**config.mk**
```make
export PLATFORM = sky130hd
export DESIGN_NAME = raster_streamer
export DESIGN_NICKNAME = d
export VERILOG_FILES = /design/src/rtl/stream_pkg.sv /design/src/rtl/skid_fifo2.sv /design/src/rtl/raster_streamer.sv
export SDC_FILE = /design/constraint.sdc
export NUM_CORES = 1
export LEC_CHECK = 0
export CORE_ASPECT_RATIO = 1.75
export CORE_MARGIN = 4
export CORE_UTILIZATION = 30
export DETAILED_ROUTE_END_ITERATION = 10
export PLACE_DENSITY = 0.53
export REMOVE_ABC_BUFFERS = 1
export SKIP_LAST_GASP = 1
export SYNTH_ARGS = -nofsm -noshare
export SYNTH_HDL_FRONTEND = slang
export SYNTH_SLANG_ARGS = --single-unit
```
**constraint.sdc**
```tcl
create_clock -name clk -period 7.4 [get_ports clk]
set_input_delay 1.85 -clock clk [delete_from_list [all_inputs] [get_ports clk]]
set_output_delay 1.85 -clock clk [all_outputs]
set_load 0.02 [all_outputs]
```
**src/rtl/stream_pkg.sv**
```systemverilog
`default_nettype none
// ---------------------------------------------------------------------------
// stream_pkg : pixel beat record and streamer state encoding
// Rev 1.0
// ---------------------------------------------------------------------------
package stream_pkg;

  localparam int PIX_DATA_BITS  = 8;
  localparam int PIX_COORD_BITS = 4;

  typedef struct packed {
    logic [PIX_DATA_BITS-1:0]  data;
    logic [PIX_COORD_BITS-1:0] x;
    logic [PIX_COORD_BITS-1:0] y;
    logic                      eol;
    logic                      eof;
  } pixel_beat_t;

  localparam int BEAT_BITS = $bits(pixel_beat_t);

  typedef enum logic [1:0] {
    IDLE   = 2'd0,
    FETCH  = 2'd1,
    DRAIN  = 2'd2,
    FINISH = 2'd3
  } streamer_state_t;

endpackage
`default_nettype wire

```
**src/rtl/skid_fifo2.sv**
```systemverilog
`default_nettype none
// ---------------------------------------------------------------------------
// skid_fifo2 : two-entry valid/ready buffer of pixel beats, async reset
// Rev 1.0
// ---------------------------------------------------------------------------
module skid_fifo2
  import stream_pkg::*;
(
  input  logic                 clk,
  input  logic                 rst,
  input  logic                 wr_en,
  input  logic [BEAT_BITS-1:0] wr_data,
  input  logic                 rd_en,
  output logic                 rd_valid,
  output logic [BEAT_BITS-1:0] rd_data,
  output logic [1:0]           count
);

  logic [BEAT_BITS-1:0] entry_q [2];
  logic [BEAT_BITS-1:0] entry_d [2];
  logic                 rd_ptr_q, rd_ptr_d;
  logic                 wr_ptr_q, wr_ptr_d;
  logic [1:0]           count_q, count_d;
  logic                 pop;
  logic                 push;

  always_comb begin
    entry_d[0] = entry_q[0];
    entry_d[1] = entry_q[1];
    rd_ptr_d   = rd_ptr_q;
    wr_ptr_d   = wr_ptr_q;
    count_d    = count_q;
    pop        = rd_en && (count_q != 2'd0);
    // A full buffer still accepts a write when the head leaves this cycle.
    push       = wr_en && ((count_q != 2'd2) || pop);

    if (push) begin
      entry_d[wr_ptr_q] = wr_data;
      wr_ptr_d          = ~wr_ptr_q;
    end
    if (pop) begin
      rd_ptr_d = ~rd_ptr_q;
    end
    count_d = count_q + {1'b0, push} - {1'b0, pop};
  end

  always_ff @(posedge clk or posedge rst) begin
    if (rst) begin
      entry_q[0] <= '0;
      entry_q[1] <= '0;
      rd_ptr_q   <= 1'b0;
      wr_ptr_q   <= 1'b0;
      count_q    <= 2'd0;
    end else begin
      entry_q[0] <= entry_d[0];
      entry_q[1] <= entry_d[1];
      rd_ptr_q   <= rd_ptr_d;
      wr_ptr_q   <= wr_ptr_d;
      count_q    <= count_d;
    end
  end

  assign rd_valid = (count_q != 2'd0);
  assign rd_data  = entry_q[rd_ptr_q];
  assign count    = count_q;

endmodule
`default_nettype wire

```
**src/rtl/raster_streamer.sv**
```systemverilog
`default_nettype none
// ---------------------------------------------------------------------------
// raster_streamer : reads a frame from sync-read memory as a raster beat stream
// Rev 1.0
// ---------------------------------------------------------------------------
module raster_streamer
  import stream_pkg::*;
#(
  parameter int DATA_BITS  = PIX_DATA_BITS,
  parameter int COORD_BITS = PIX_COORD_BITS,
  parameter int ADDR_BITS  = 8
) (
  input  logic                  clk,
  input  logic                  reset,
  input  logic                  start,
  input  logic [COORD_BITS-1:0] r_row_length,
  input  logic [COORD_BITS-1:0] r_num_rows,
  input  logic [ADDR_BITS-1:0]  r_base_addr,
  output logic                  mem_rd_en,
  output logic [ADDR_BITS-1:0]  mem_addr,
  input  logic [DATA_BITS-1:0]  mem_rd_data,
  output logic                  out_valid,
  input  logic                  out_ready,
  output logic [DATA_BITS-1:0]  out_data,
  output logic [COORD_BITS-1:0] out_x,
  output logic [COORD_BITS-1:0] out_y,
  output logic                  out_eol,
  output logic                  out_eof,
  output logic                  busy,
  output logic                  done
);

  streamer_state_t       state_q, state_d;
  logic [COORD_BITS-1:0] row_len_q, row_len_d;
  logic [COORD_BITS-1:0] num_rows_q, num_rows_d;
  logic [COORD_BITS-1:0] x_q, x_d;
  logic [COORD_BITS-1:0] y_q, y_d;
  logic [ADDR_BITS-1:0]  addr_q, addr_d;
  logic                  inflight_q, inflight_d;
  pixel_beat_t           meta_q, meta_d;

  logic                  issue;
  logic                  pop;
  logic                  last_x;
  logic                  last_y;
  logic [2:0]            pending;
  logic [1:0]            fifo_count;
  logic                  fifo_valid;
  logic [BEAT_BITS-1:0]  fifo_head_bits;
  pixel_beat_t           fifo_head;
  pixel_beat_t           fifo_wr;

  assign fifo_head = pixel_beat_t'(fifo_head_bits);
  assign pop       = fifo_valid && out_ready;
  assign pending   = {1'b0, fifo_count} + {2'b00, inflight_q};
  assign last_x    = (x_q == (row_len_q - 1'b1));
  assign last_y    = (y_q == (num_rows_q - 1'b1));
  // A beat leaving this cycle frees its slot, so the buffer plus the
  // in-flight read never exceeds two entries yet streams one pixel per cycle.
  assign issue     = (state_q == FETCH) && (pending < (3'd2 + {2'b00, pop}));

  always_comb begin
    state_d    = state_q;
    row_len_d  = row_len_q;
    num_rows_d = num_rows_q;
    x_d        = x_q;
    y_d        = y_q;
    addr_d     = addr_q;
    meta_d     = meta_q;
    inflight_d = issue;

    case (state_q)
      IDLE: begin
        if (start) begin
          row_len_d  = r_row_length;
          num_rows_d = r_num_rows;
          addr_d     = r_base_addr;
          x_d        = '0;
          y_d        = '0;
          state_d    = ((r_row_length == '0) || (r_num_rows == '0)) ? FINISH : FETCH;
        end
      end
      FETCH: begin
        if (issue) begin
          meta_d.data = '0;
          meta_d.x    = x_q;
          meta_d.y    = y_q;
          meta_d.eol  = last_x;
          meta_d.eof  = last_x && last_y;
          // Raster order makes base + y*row_length + x a plain increment.
          addr_d      = addr_q + 1'b1;
          if (last_x) begin
            x_d = '0;
            y_d = y_q + 1'b1;
            if (last_y) begin
              state_d = DRAIN;
            end
          end else begin
            x_d = x_q + 1'b1;
          end
        end
      end
      DRAIN: begin
        if (pop && fifo_head.eof) begin
          state_d = FINISH;
        end
      end
      FINISH: begin
        state_d = IDLE;
      end
      default: begin
        state_d = IDLE;
      end
    endcase
  end

  always_ff @(posedge clk or posedge reset) begin
    if (reset) begin
      state_q    <= IDLE;
      row_len_q  <= '0;
      num_rows_q <= '0;
      x_q        <= '0;
      y_q        <= '0;
      addr_q     <= '0;
      inflight_q <= 1'b0;
      meta_q     <= '0;
    end else begin
      state_q    <= state_d;
      row_len_q  <= row_len_d;
      num_rows_q <= num_rows_d;
      x_q        <= x_d;
      y_q        <= y_d;
      addr_q     <= addr_d;
      inflight_q <= inflight_d;
      meta_q     <= meta_d;
    end
  end

  always_comb begin
    fifo_wr      = meta_q;
    fifo_wr.data = mem_rd_data;
  end

  skid_fifo2 u_skid (
    .clk      (clk),
    .rst      (reset),
    .wr_en    (inflight_q),
    .wr_data  (fifo_wr),
    .rd_en    (out_ready),
    .rd_valid (fifo_valid),
    .rd_data  (fifo_head_bits),
    .count    (fifo_count)
  );

  assign mem_rd_en = issue;
  assign mem_addr  = addr_q;
  assign out_valid = fifo_valid;
  assign out_data  = fifo_head.data;
  assign out_x     = fifo_head.x;
  assign out_y     = fifo_head.y;
  assign out_eol   = fifo_head.eol;
  assign out_eof   = fifo_head.eof;
  assign busy      = (state_q != IDLE);
  assign done      = (state_q == FINISH);

endmodule
`default_nettype wire

```
==> key figures <==
Synthesis
  – Top area cells in the synthesized netlist: dfrtp_1 50%, mux2_2 21%, ha_1 4.2%
  – Syn Std Cell Area: 3870 um^2
  – Number of distinct standard cells referenced by the synthesized netlist: 50
  – Synth Flop Type: dfrtp_1
  – Post-synthesis cell type with the largest combined area: dfrtp_1
  – Count of synthesis-stage warnings from yosys: 0
  – Mean area per synthesized cell: 11.9 um^2
  – Portion of synthesized cell area occupied by the leading cell type: 49.7%
  – Part of the Yosys area used for sequential elements: 49.7%
  – Number of enable-type register cells in the synthesized netlist: 0
  – Flip-flop and latch count after synthesis: 77
  – Gate Count Post-Synth: 326
  – Fraction of registers with async set or reset after synthesis: 100%

Global route
  – GRT Residual Overflow: 0
  – Tot GR Track Use: 12.2%
  – Largest net degree at the start of global routing: 78
  – First-pass GRT wire length: 14.2 mm
  – Initial antenna violation count: 0
  – Number of global-route vias before repair: 2838

Floorplan
  – Die extent in y: 158 um
  – Floorplan die area: 14900 um^2
  – DIE WIDTH: 93.9 um
  – Placement row count: 54
  – Core Footprint: 12600 um^2
  – Starting density of the core: 30.8%
  – Io pins: 58

Clock network
  – Hold Buf Count CTS: 0
  – Number of gates given a new drive strength after cts: 0
  – Htree depth: 3
  – Clock-pin slew on the worst setup and hold paths: 0.06 ns
  – TritonCTS buffer count: 9
  – Number of buffers inserted by post-CTS setup repair: 0
  – Bufs on Longest Clock Path: 2
  – Clock insertion delay at the later pin of the skew report: 0.33 ns
  – TritonCTS clock tree: yes
  – Clock tree sinks: 77
  – Master cell of the clock root buffer: clkbuf_16

Placement
  – Number of input and output port buffers inserted: 57
  – Placed cells: 539
  – Worst setup slack after placement: 1.61 ns
  – HPWL after detailed placement: 6.04 mm
  – Final RePlAce weighted congestion: 0.836

STA
  – Setup TNS: 0 ns
  – Fraction of the cycle the final worst path needs: 77.6%
  – Setup ws final: 1.66 ns
  – Fmax achieved: 174 MHz
  – Endpoints failing hold: 0
  – Actual slew at the worst max-slew pin: 0.988 ns
  – Final Slew Violations: 0
  – Worst rel slew slack: 33.8%
  – Setup violation total in the final timing report: 0
  – Unrepaired setup endpoints after global routing: no
  – Time the final worst path needs with I/O delays and setup: 5.74 ns
  – Worst Skew: 0.00569 ns
  – Minimum hold slack: 0.496 ns

Critical path
  – CP max FO: 13
  – Kind of capture point of the worst setup path: primary output
  – Worst EP arrival: 3.89 ns
  – Worst reg2reg endpoint: mem_addr[6]$_DFFE_PP0P_
  – Register-to-register setup slack: 4.86 ns
  – Worst reg2reg path depth: 6
  – Launching instance or port of the critical path: out_ready
  – Critical Path Source Type: input pin
  – Reg2Reg Launch Point: state_q[1]$_DFFE_PP0P_
  – Worst Setup Path Type: in2out
  – Required time of the worst setup path: 5.55 ns

Power
  – P per Cell Area: 432 nW/um^2
  – Leakage power: 0.00218 uW
  – Peak supply drop: 0.000161 V

Min path
  – WHS Endpoint: fifo_wr[0]$_DFFE_PP0P_
  – WHS Path Cells: 2
  – Kind of path behind the tightest hold check: reg2reg
  – Startpoint of the lowest-slack hold path: fifo_wr[0]$_DFFE_PP0P_

Route
  – Detail-routed net length per standard cell: 15.3 um
  – First-pass detailed-route iteration total: 4
  – Top layer used by detailed routing: met4
  – Number of DRC violations after detailed-routing iteration 0: 50
  – Vias: 2672
  – Wirelength, routed: 8.49 mm
  – Drc violations: 0
  – Wl on met1: 3.34 mm
  – Met2 wire length: 4.62 mm
  – Met3 WL: 259 um
  – Antenna Violating Nets Remaining: 0
  – Number of vias per cell after detailed routing: 4.81

Cells and area
  – Most common cell after layout, fill and taps aside: dfrtp_1
  – Area overhead of the layout relative to synthesis: 27.5%
  – Final non-filler cell total: 555
  – Number of nets in the layout: 423
  – Final cell utilization of the core: 39.3%
  – Diodes inserted: 0
  – Proportion of layout cells with a drive suffix above 1: 25.6%
  – Commonest cells after routing, fill and taps aside: 77 x dfrtp_1, 71 x mux2_2, 57 x clkdlybuf4s50_1, 18 x nor2_1, 18 x nand2_1

Run
  – Total of max-cap violations: 0

Status
  – Result of the run: finished, final reports clean
[flip-flops by register name, summed over array words and instances, names as in the netlist, 2 cells and up]
name / cells
u_skid.entry_q: 36
fifo_wr: 10
mem_addr: 8
num_rows_q: 4
row_len_q: 4
x_q: 4
y_q: 4
state_q: 2
u_skid.count: 2
[power breakdown]
part	switching (uW)	internal, uW	leakage, uW
Clock	165	313	0.000163
Sequential	134	561	0.000986
Combinational	482	478	0.00103
Total	781	1350	0.00218
[critical path, stage by stage]
cell and delay [ns]:
clkdlybuf4s50_1 0.50, o21a_1 0.24, a21o_1 0.18, nand2_1 0.30, inv_1 0.20, clkdlybuf4s50_1 0.63
[synth_stat cells (4+ instances only)]
cell type	n
dfrtp_1	77
clkbuf_1	7
a21oi_1	8
buf_2	4
nand2_1	18
o22ai_1	5
nor2_1	18
ha_1	13
mux2_2	71
o21ai_0	11
inv_1	15
mux2i_1	5
xor2_1	5
nor3_1	4
xnor2_1	9
[per-stage QoR]
stage | area, um^2 | power, uW
floorplan | 3820 | 1350
global placement | 4610 | 1660
finish | 4940 | 2130
global route | 4940 | 2290
detailed placement | 4610 | 1680
CTS | 4940 | 2170
[kinds of logic (layout without fill, tap and decap cells)]
logic type	Yosys count	count (layout)	share of synthesized area (%)
XOR/XNOR	15	15	3.75
AND/OR/NAND/NOR	66	66	8.69
multiplexers	76	76	21.9
buffers and inverters	28	89	2.84
adder cells (fa/ha/maj)	13	13	4.20
AO/OA/AOI/OAI	51	51	8.85
flip-flops	77	77	49.7
[worst max path at each step]
| stage | end | depth (start not counted) |
|---|---|---|
| final | mem_rd_en | 6 |
| after detailed placement | mem_rd_en | 6 |
| after floorplan | mem_rd_en | 4 |
| after CTS | mem_rd_en | 6 |
| after global routing | mem_rd_en | 6 |
| after global placement | mem_rd_en | 6 |
[routing by layer]
metal | track usage [%] | up-vias
met2 | 21.7 | 52
met5 | 0 | -
met3 | 2.13 | 12
met4 | 6.47 | 0
met1 | 13.9 | 1323
li1 | - | 1285
[final cells by class]
class	instances	area, um^2
inverters	15	56.3
multi-input cells	221	1840
clock buffers	12	256
clock inverters	4	70.1
well taps	168	210
flip-flops and latches	77	1930
fillers	1276	7630
repair buffers	58	578
No activity file was read; power rests on OpenSTA's default activity.
